$ cat config.mk
export PLATFORM = sky130hd
export DESIGN_NAME = uvw_trace_monitor
export DESIGN_NICKNAME = d
export VERILOG_FILES = /design/src/rtl/uvw_pkg.sv /design/src/rtl/uvw_fifo.sv /design/src/rtl/uvw_trace_monitor.sv
export SDC_FILE = /design/constraint.sdc
export NUM_CORES = 1
export LEC_CHECK = 0
export CORE_AREA = 2 2 77 79
export DETAILED_ROUTE_END_ITERATION = 12
export DIE_AREA = 0 0 79 81
export DONT_BUFFER_PORTS = 1
export PLACE_DENSITY = 0.81
export SYNTH_ARGS = -nofsm -noshare
export SYNTH_HDL_FRONTEND = slang
export SYNTH_SLANG_ARGS = --single-unit
$ cat constraint.sdc
create_clock -name clk -period 3.8 [get_ports clk]
set_input_delay 1.14 -clock clk [delete_from_list [all_inputs] [get_ports clk]]
set_output_delay 1.14 -clock clk [all_outputs]
set_load 0.01 [all_outputs]
$ cat src/rtl/uvw_pkg.sv
// Shared definitions for the uvw trace stages: violation codes, monitor
// state encoding and the sample counter width.
package uvw_pkg;

   localparam int unsigned COUNT_W = 16;

   localparam logic [1:0] VC_NONE = 2'd0;
   localparam logic [1:0] VC_SUM  = 2'd1;
   localparam logic [1:0] VC_VW   = 2'd2;
   localparam logic [1:0] VC_STEP = 2'd3;

   typedef enum logic [1:0] {
      EMPTY_HIST = 2'd0,
      TRACK      = 2'd1,
      FAULT      = 2'd2
   } mon_state_e;

   // Highest-priority failing check wins: SUM > VW > STEP.
   function automatic logic [1:0] vc_encode(input logic sum_f, input logic vw_f, input logic step_f);
      if (sum_f) begin
         return VC_SUM;
      end else if (vw_f) begin
         return VC_VW;
      end else if (step_f) begin
         return VC_STEP;
      end
      return VC_NONE;
   endfunction

endpackage

$ cat src/rtl/uvw_fifo.sv
// Parameterised synchronous FIFO with registered-pointer head output.
// UVW_MON_ASSERT_EN adds an occupancy-bound assertion.
module uvw_fifo #(
   parameter int unsigned DW    = 10,
   parameter int unsigned DEPTH = 4
) (
   input  logic          clk,
   input  logic          rst,
   input  logic          wr_en,
   input  logic [DW-1:0] wr_data,
   output logic          full,
   input  logic          rd_en,
   output logic [DW-1:0] rd_data,
   output logic          empty
);

   localparam int unsigned AW = $clog2(DEPTH);
   localparam int unsigned CW = $clog2(DEPTH + 1);

   logic [DEPTH-1:0][DW-1:0] mem_q, mem_d;
   logic [AW-1:0]            wr_ptr_q, wr_ptr_d;
   logic [AW-1:0]            rd_ptr_q, rd_ptr_d;
   logic [CW-1:0]            count_q, count_d;
   logic                     push, pop;

   assign full    = (count_q == CW'(DEPTH));
   assign empty   = (count_q == '0);
   assign push    = wr_en && !full;
   assign pop     = rd_en && !empty;
   assign rd_data = mem_q[rd_ptr_q];

   always_comb begin
      mem_d    = mem_q;
      wr_ptr_d = wr_ptr_q;
      rd_ptr_d = rd_ptr_q;
      count_d  = count_q;
      if (push) begin
         mem_d[wr_ptr_q] = wr_data;
         wr_ptr_d        = wr_ptr_q + 1'b1;
      end
      if (pop) begin
         rd_ptr_d = rd_ptr_q + 1'b1;
      end
      unique case ({push, pop})
         2'b10:   count_d = count_q + 1'b1;
         2'b01:   count_d = count_q - 1'b1;
         default: count_d = count_q;
      endcase
   end

   // Storage is cleared on reset so the head reads zero until the first push.
   always_ff @(posedge clk) begin
      if (rst) begin
         mem_q    <= '0;
         wr_ptr_q <= '0;
         rd_ptr_q <= '0;
         count_q  <= '0;
      end else begin
         mem_q    <= mem_d;
         wr_ptr_q <= wr_ptr_d;
         rd_ptr_q <= rd_ptr_d;
         count_q  <= count_d;
      end
   end

`ifdef UVW_MON_ASSERT_EN
   always_comb begin
      prop_occupancy: assert (count_q <= CW'(DEPTH));
   end
`endif

endmodule

$ cat src/rtl/uvw_trace_monitor.sv
// Checks each accepted (u,v,w) triple, buffers it with its verdict and keeps
// a sticky first-violation record. UVW_MON_ASSERT_EN enables prop_trace.
module uvw_trace_monitor
   import uvw_pkg::*;
#(
   parameter int unsigned WIDTH = 3,
   parameter int unsigned DEPTH = 4
) (
   input  logic               clk,
   input  logic               rst,
   input  logic               in_valid,
   output logic               in_ready,
   input  logic [WIDTH-1:0]   in_u,
   input  logic [WIDTH-1:0]   in_v,
   input  logic [WIDTH-1:0]   in_w,
   output logic               out_valid,
   input  logic               out_ready,
   output logic [WIDTH-1:0]   out_u,
   output logic [WIDTH-1:0]   out_v,
   output logic [WIDTH-1:0]   out_w,
   output logic               out_fail,
   output logic               viol,
   output logic [1:0]         viol_code,
   output logic [COUNT_W-1:0] sample_count
);

   localparam int unsigned DW = 3 * WIDTH + 1;

   logic               full, empty, push;
   logic               sum_fail, vw_fail, step_fail, any_fail;
   logic [WIDTH-1:0]   uv_sum, next_v;
   logic [DW-1:0]      wr_data, rd_data;

   mon_state_e         state_q, state_d;
   logic [WIDTH-1:0]   prev_v_q, prev_v_d;
   logic               viol_q, viol_d;
   logic [1:0]         viol_code_q, viol_code_d;
   logic [COUNT_W-1:0] count_q, count_d;

   assign in_ready = !full;
   assign push     = in_valid && !full;

   assign uv_sum    = in_u + in_v;
   assign next_v    = prev_v_q + 1'b1;
   assign sum_fail  = (uv_sum == WIDTH'(1));
   assign vw_fail   = (in_v != in_w);
   assign step_fail = (state_q != EMPTY_HIST) && (in_v != next_v);
   assign any_fail  = sum_fail || vw_fail || step_fail;

   assign wr_data = {any_fail, in_u, in_v, in_w};

   uvw_fifo #(
      .DW    (DW),
      .DEPTH (DEPTH)
   ) u_fifo (
      .clk     (clk),
      .rst     (rst),
      .wr_en   (in_valid),
      .wr_data (wr_data),
      .full    (full),
      .rd_en   (out_ready),
      .rd_data (rd_data),
      .empty   (empty)
   );

   assign out_valid                     = !empty;
   assign {out_fail, out_u, out_v, out_w} = rd_data;

   always_comb begin
      state_d     = state_q;
      prev_v_d    = prev_v_q;
      viol_d      = viol_q;
      viol_code_d = viol_code_q;
      count_d     = count_q;
      if (push) begin
         prev_v_d = in_v;
         if (count_q != '1) begin
            count_d = count_q + 1'b1;
         end
         // A failing first sample goes straight to FAULT so the flag still latches.
         unique case (state_q)
            EMPTY_HIST: state_d = any_fail ? FAULT : TRACK;
            TRACK:      state_d = any_fail ? FAULT : TRACK;
            default:    state_d = FAULT;
         endcase
         if (any_fail && (state_q != FAULT)) begin
            viol_d      = 1'b1;
            viol_code_d = vc_encode(sum_fail, vw_fail, step_fail);
         end
      end
   end

   always_ff @(posedge clk) begin
      if (rst) begin
         state_q     <= EMPTY_HIST;
         prev_v_q    <= '0;
         viol_q      <= 1'b0;
         viol_code_q <= VC_NONE;
         count_q     <= '0;
      end else begin
         state_q     <= state_d;
         prev_v_q    <= prev_v_d;
         viol_q      <= viol_d;
         viol_code_q <= viol_code_d;
         count_q     <= count_d;
      end
   end

   assign viol         = viol_q;
   assign viol_code    = viol_code_q;
   assign sample_count = count_q;

`ifdef UVW_MON_ASSERT_EN
   always_comb begin
      prop_trace: assert (!viol_q);
   end
`endif

endmodule
After elaboration in Yosys (flattened, before gate mapping)

Index checks and enable logic that the tools add are counted.

Output and inout bits: 31
Register bits after elaboration: 71
Input bits: 13

Mux-type cells: 17
Reductions and logical operators: 16
Equal/unequal tests: 9
$add $sub $neg: 7
Order comparisons: 3

Operators by type and width:

| kind                                                                          | number |
|---|---|
| 40-bit bitwise mux                                                            | 1 |
| 10-bit binary-select mux with 2-bit select                                    | 1 |
| 10-bit demux with 2-bit select                                                | 1 |
| 10-bit 2-to-1 mux                                                             | 2 |
| 16-bit by 1-bit adder with 16-bit output (second input constant)              | 1 |
| 16-bit inequality test (second input constant)                                | 1 |
| 2-bit 2-to-1 mux                                                              | 6 |
| 3-bit by 1-bit adder with 3-bit output (second input constant)                | 2 |
| 2-bit by 3-bit less-than comparator with 1-bit output (second input constant) | 2 |
| 3-bit inequality test                                                         | 2 |
| 3-bit one-hot mux with 2 select lines                                         | 1 |
| 1-bit logical AND                                                             | 5 |
| 1-bit 2-to-1 mux                                                              | 5 |
| 2-bit by 1-bit adder with 2-bit output (second input constant)                | 2 |
| 2-bit by 1-bit equality test with 1-bit output (second input constant)        | 2 |
| 2-bit AND reduction                                                           | 2 |
| 2-bit nonzero test                                                            | 2 |
| 3-bit adder                                                                   | 1 |
| 3-bit by 1-bit equality test with 1-bit output (second input constant)        | 1 |
| 3-bit equality test (second input constant)                                   | 1 |
| 3-bit logical NOT                                                             | 1 |
| 3-bit by 1-bit subtractor with 3-bit output (second input constant)           | 1 |
| 2-bit equality test (second input constant)                                   | 1 |
| 2-bit by 1-bit >= comparator with 1-bit output (second input constant)        | 1 |
| other kinds (5)                                                               | 7 |

Longest topological paths before layout

Word-level depth: 9
Mapped depth: 10

By module

A second synthesis with hierarchy kept.

Cell total of the unflattened synthesis: 355
Area total of the unflattened synthesis: 3614.7 sq um

By module, submodules not included:

| module            | times used | cells an instance | area each (sq um) |
|---|---|---|---|
| uvw_fifo          | 1          | 204               | 2257.2 |
| uvw_trace_monitor | 1          | 151               | 1357.6 |

Least setup slack after synthesis

OpenSTA, ideal clock, no wires.

Path kind: input -> register
Start: in in_valid
End: reg u_fifo.count_q[2]
Arrival: 2.740 ns
Stages: 10
Setup time: 0.070 ns
Required time: 3.730 ns
Path slack: 0.989 ns
Path through: inv_2 -> nor2_8 -> inv_2 -> buf_2 -> ha_1 -> inv_1 -> fa_1 -> xor2_1 -> or3_1 -> a21oi_1

Word-level cells in the longest chain between the ends: 3
Elaborated cells on any way between the ends: 5

Ends and longest elaborated chain:

| item                                                                                         | line                    | source |
|---|---|---|
| start: declaration                                                                           | uvw_trace_monitor.sv:11 | `input logic in_valid,` |
| 1-bit logical AND (*)                                                                        | uvw_fifo.sv:28          | `assign push = wr_en && !full;` |
| 2-bit by 1-bit equality test with 1-bit output / 2-bit equality test (equally long branches) | uvw_fifo.sv:44          | `unique case ({push, pop})` |
| 3-bit one-hot mux with 2 select lines / 2-bit nonzero test (equally long branches)           | -                       |  |
| end signal: assignment                                                                       | uvw_fifo.sv:62          | `count_q <= count_d;` |
| end: declaration                                                                             | uvw_fifo.sv:23          | `logic [CW-1:0] count_q, count_d;` |

Mark *: on every way between the ends. The rest lies on a longest branch, timed or not.
A chain may end at the register's enable or synchronous reset.

Worst setup path after layout

Start: reg u_fifo.rd_ptr_q[0]
End: out out_v[1]

Word-level cells in the longest chain between the ends: 2

Ends and longest elaborated chain:

| item                                       | line                    | source |
|---|---|---|
| start: declaration                         | uvw_fifo.sv:22          | `logic [AW-1:0] rd_ptr_q, rd_ptr_d;` |
| start signal: assignment                   | uvw_fifo.sv:61          | `rd_ptr_q <= rd_ptr_d;` |
| 10-bit binary-select mux with 2-bit select | uvw_fifo.sv:30          | `assign rd_data = mem_q[rd_ptr_q];` |
| 10-bit 2-to-1 mux (not written as such)    | uvw_fifo.sv:30          |  |
| end: declaration                           | uvw_trace_monitor.sv:19 | `output logic [WIDTH-1:0] out_v,` |

No other way between the ends. The select of a mux whose other input is x is not followed.

==> impl_metrics.toml <==
[floorplanning]
die_area_um2 = 6400
initial_utilization_pct = 60.8
fp-row-count = 28
io_pins = 44
die_y_um = 81
core_um2 = 5680
die_w_um = 79

[placement]
pre_cts_slack_ns = 0.849
portBuffers = 0
gp_congestion = 0.783
placed_area_um2 = 3430
hpwlAfterDp_um = 4780

[logic_synthesis]
netlist_area_um2 = 3450
synth_area_leaders = "dfxtp_1, mux2i_1, mux4_2, nor2_1, a21oi_1"
synth.avg_cell_area_um2 = 10.0
yosysUniqueCellTypes = 52
synth_largest_area_cell = "dfxtp_1"
synthFlopType = "dfxtp_1"
ys_warn_count = 0
ys_ff_latch = 71
synth_edf_count = 0
async_flop_share_pct = 0
synthCells = 345
synth_top_area_share_pct = 41.2
synth_nets = 368
synth_seq_area_share_pct = 41.2

[timing]
rsz0062_at_grt = "false"
finalCritPeriodShare_pct = 77.4
worst_slew_pin_slew_ns = 1.02
finalSetupViolations = 0
setup_ws_ns = 0.859
slew_headroom_pct = 31.2
hold_violations = 0
max_clock_freq_mhz = 340
drv_slew = 0
timing.final.crit_period_ns = 2.94
fin_setup_tns_ns = 0
skew_ns = 0.00797

[setup_path]
critPathBufInv = 0
crit_arrival_ns = 1.80
reg2reg_to = "u_fifo.count_q[2]"
reg2reg_from = "u_fifo.count_q[2]"
r2r_cells = 9
r2r_setup_slack_ns = 1.20
path_cells = "mux4_2"
cp.required_ns = 2.66
critPathKind = "reg -> out"
crit_family = "flip-flops"
cp_slowest_cell = "dfxtp_1"
start_kind = "flip-flop"
cp_max_fo = 12
cpPeakStageDelay_ns = 0.83
critPathCaptureType = "output pin"

[hold_path]
hold_path_startpoint = "prev_v_q[1]"
holdCritPathClass = "reg -> reg"
hold-path-endpoint = "prev_v_q[1]"
holdPathStages = 2

[clocking]
cts_buffers = 9
postCtsResizedCells = 0
clk_pin_slew_worst_paths_ns = 0.07
htreeDepth = 3
postCtsSetupRepairBufs = 0
clock-sinks = 71
clkLatencyLatePin_ns = 0.33
cts_buffer_depth = 2
cts_tree = "done"
root_buffer = "clkbuf_8"
cts_hold_buf = 0

[drt]
routed_wl_um = 7040
via_count = 2523
via_per_inst = 6.05
drt-initial-drc-count = 147
wl_per_cell_um = 16.9
antenna_left = 0
dr.pass1.iters = 4
drc = 0

[global_routing]
grt_pass1_wl_um = 11500
grt_overflow = 0
antenna_found_initial = 0
grt_start_max_net_pins = 70
track_usage_pct = 23.2
first_global_vias = 2505

[finish]
layout-drive-gt1-share_pct = 11.7
fin_area_um2 = 3640
antenna_cells = 0
syn2layout_area_growth_pct = 5.58
nNetsFinal = 360

[pwr]
switching_share_pct = 29.6
p_seq_share_pct = 46.5
power_density_nw_per_um2 = 539
power_frac_comb_pct = 20.8
switchingPower_w = 0.000581
peakVddDrop_uv = 369
p_clk_share_pct = 32.7
p_leak_nw = 1.48
p_int_w = 0.00138

[status]
status = "finished, final reports clean"

[run]
drv_cap = 0
worst max-delay path by stage:
stage                        from           endpoint  slack [ns]  cells past startpoint
2_1_floorplan            in_valid  u_fifo.count_q[2]        0.99                     10
3_3_place_gp             in_valid  u_fifo.count_q[2]        0.96                      9
3_5_place_dp             in_valid  u_fifo.count_q[2]        0.85                      9
4_1_cts        u_fifo.rd_ptr_q[0]           out_v[1]        0.80                      1
5_1_grt        u_fifo.rd_ptr_q[0]           out_w[1]        0.74                      1
6_report       u_fifo.rd_ptr_q[0]           out_v[1]        0.86                      1
power groups by stage:
stage | logic (W) | registers [W] | clock network (W)
3_3_place_gp | 0.000393 | 0.000927 | 0
4_1_cts | 0.000412 | 0.000916 | 0.000657
5_1_grt | 0.000448 | 0.000927 | 0.000690
2_1_floorplan | 0.000404 | 0.000879 | 0
6_report | 0.000408 | 0.000914 | 0.000642
3_5_place_dp | 0.000408 | 0.000931 | 0
state kept, by name (all words and copies together), names as in the netlist:
signal           count
u_fifo.count_q       3
prev_v_q             3
u_fifo.rd_ptr_q      2
state_q              2
sample_count        16
u_fifo.mem_q        40
viol                 1
u_fifo.wr_ptr_q      2
viol_code            2
cell usage after synthesis (4+ instances only):
master	n
dfxtp_1	71
nor2_1	48
mux2i_1	38
a21oi_1	22
nand2_1	20
inv_1	10
mux4_2	10
nand3_1	9
clkbuf_1	8
ha_1	8
or4_1	8
nor3_1	7
o21ai_0	7
o31ai_1	7
xnor2_1	6
a311oi_1	4
buf_6	4
nand4_1	4
or3_1	4
xor2_1	4
stage by stage:
stage               util, %  instances  power [W]  hold slack, ns
floorplan                 -        345    0.00128           0.437
detailed placement     60.5        401    0.00134           0.457
global placement       60.5        401    0.00132           0.444
finish                 64.2        417    0.00196           0.470
CTS                    64.2        417    0.00198           0.467
global route           64.2        417    0.00206           0.492
layer usage:
metal  up-vias  GRT usage [%]  routed length [um]  part of all wire, %
li1       1231              -                   -                    -
met1      1218           26.7                3030                   43
met2        62           40.6                3550                   50
met3        12           6.56                 324                  4.6
met4         0           9.66                 140                  2.0
met5         -              0                   0                    0
logic make-up after synthesis:
logic type	Yosys count	synth area share [%]
AO/OA/AOI/OAI	50	9.35
XOR/XNOR	12	3.84
adder cells (fa/ha/maj)	10	4.06
buffers and inverters	32	4.82
flip-flops	71	41.2
multiplexers	49	17.9
AND/OR/NAND/NOR	121	18.9
area by class of cell:
type	count	area [um2]
fill	457	2030
multi-input combinational	242	1860
sequential	71	1420
clock buffer	9	124
tap	75	93.8
clock inverter	7	87.6
inverter	13	53.8
placed cells by master (no fill, tap or decap), types with 2 or more instances in the layout:
cell       instances
dfxtp_1           71
nor2_1            48
mux2i_1           38
a21oi_1           22
nand2_1           20
inv_1             10
mux4_2            10
nand3_1            9
clkbuf_8           9
or4_1              8
ha_1               8
o21ai_0            7
nor3_1             7
o31ai_1            7
xnor2_1            6
xor2_1             4
or3_1              4
a311oi_1           4
nand4_1            4
clkinv_2           4
nor2b_1            3
and2_1             3
inv_2              2
xnor3_1            2
a31oi_1            2
and4_1             2
nor4_1             2
fa_1               2
bufinv_16          2
worst register-to-register path, stage by stage, from the launching register on:
cell,delay [ns]
dfxtp_1,0.40
nor3b_4,0.47
nor2_8,0.12
inv_2,0.25
ha_1,0.24
inv_1,0.06
fa_1,0.37
xor2_1,0.17
or3_1,0.31
a21oi_1,0.14
Power figures use the tool's default switching activity.
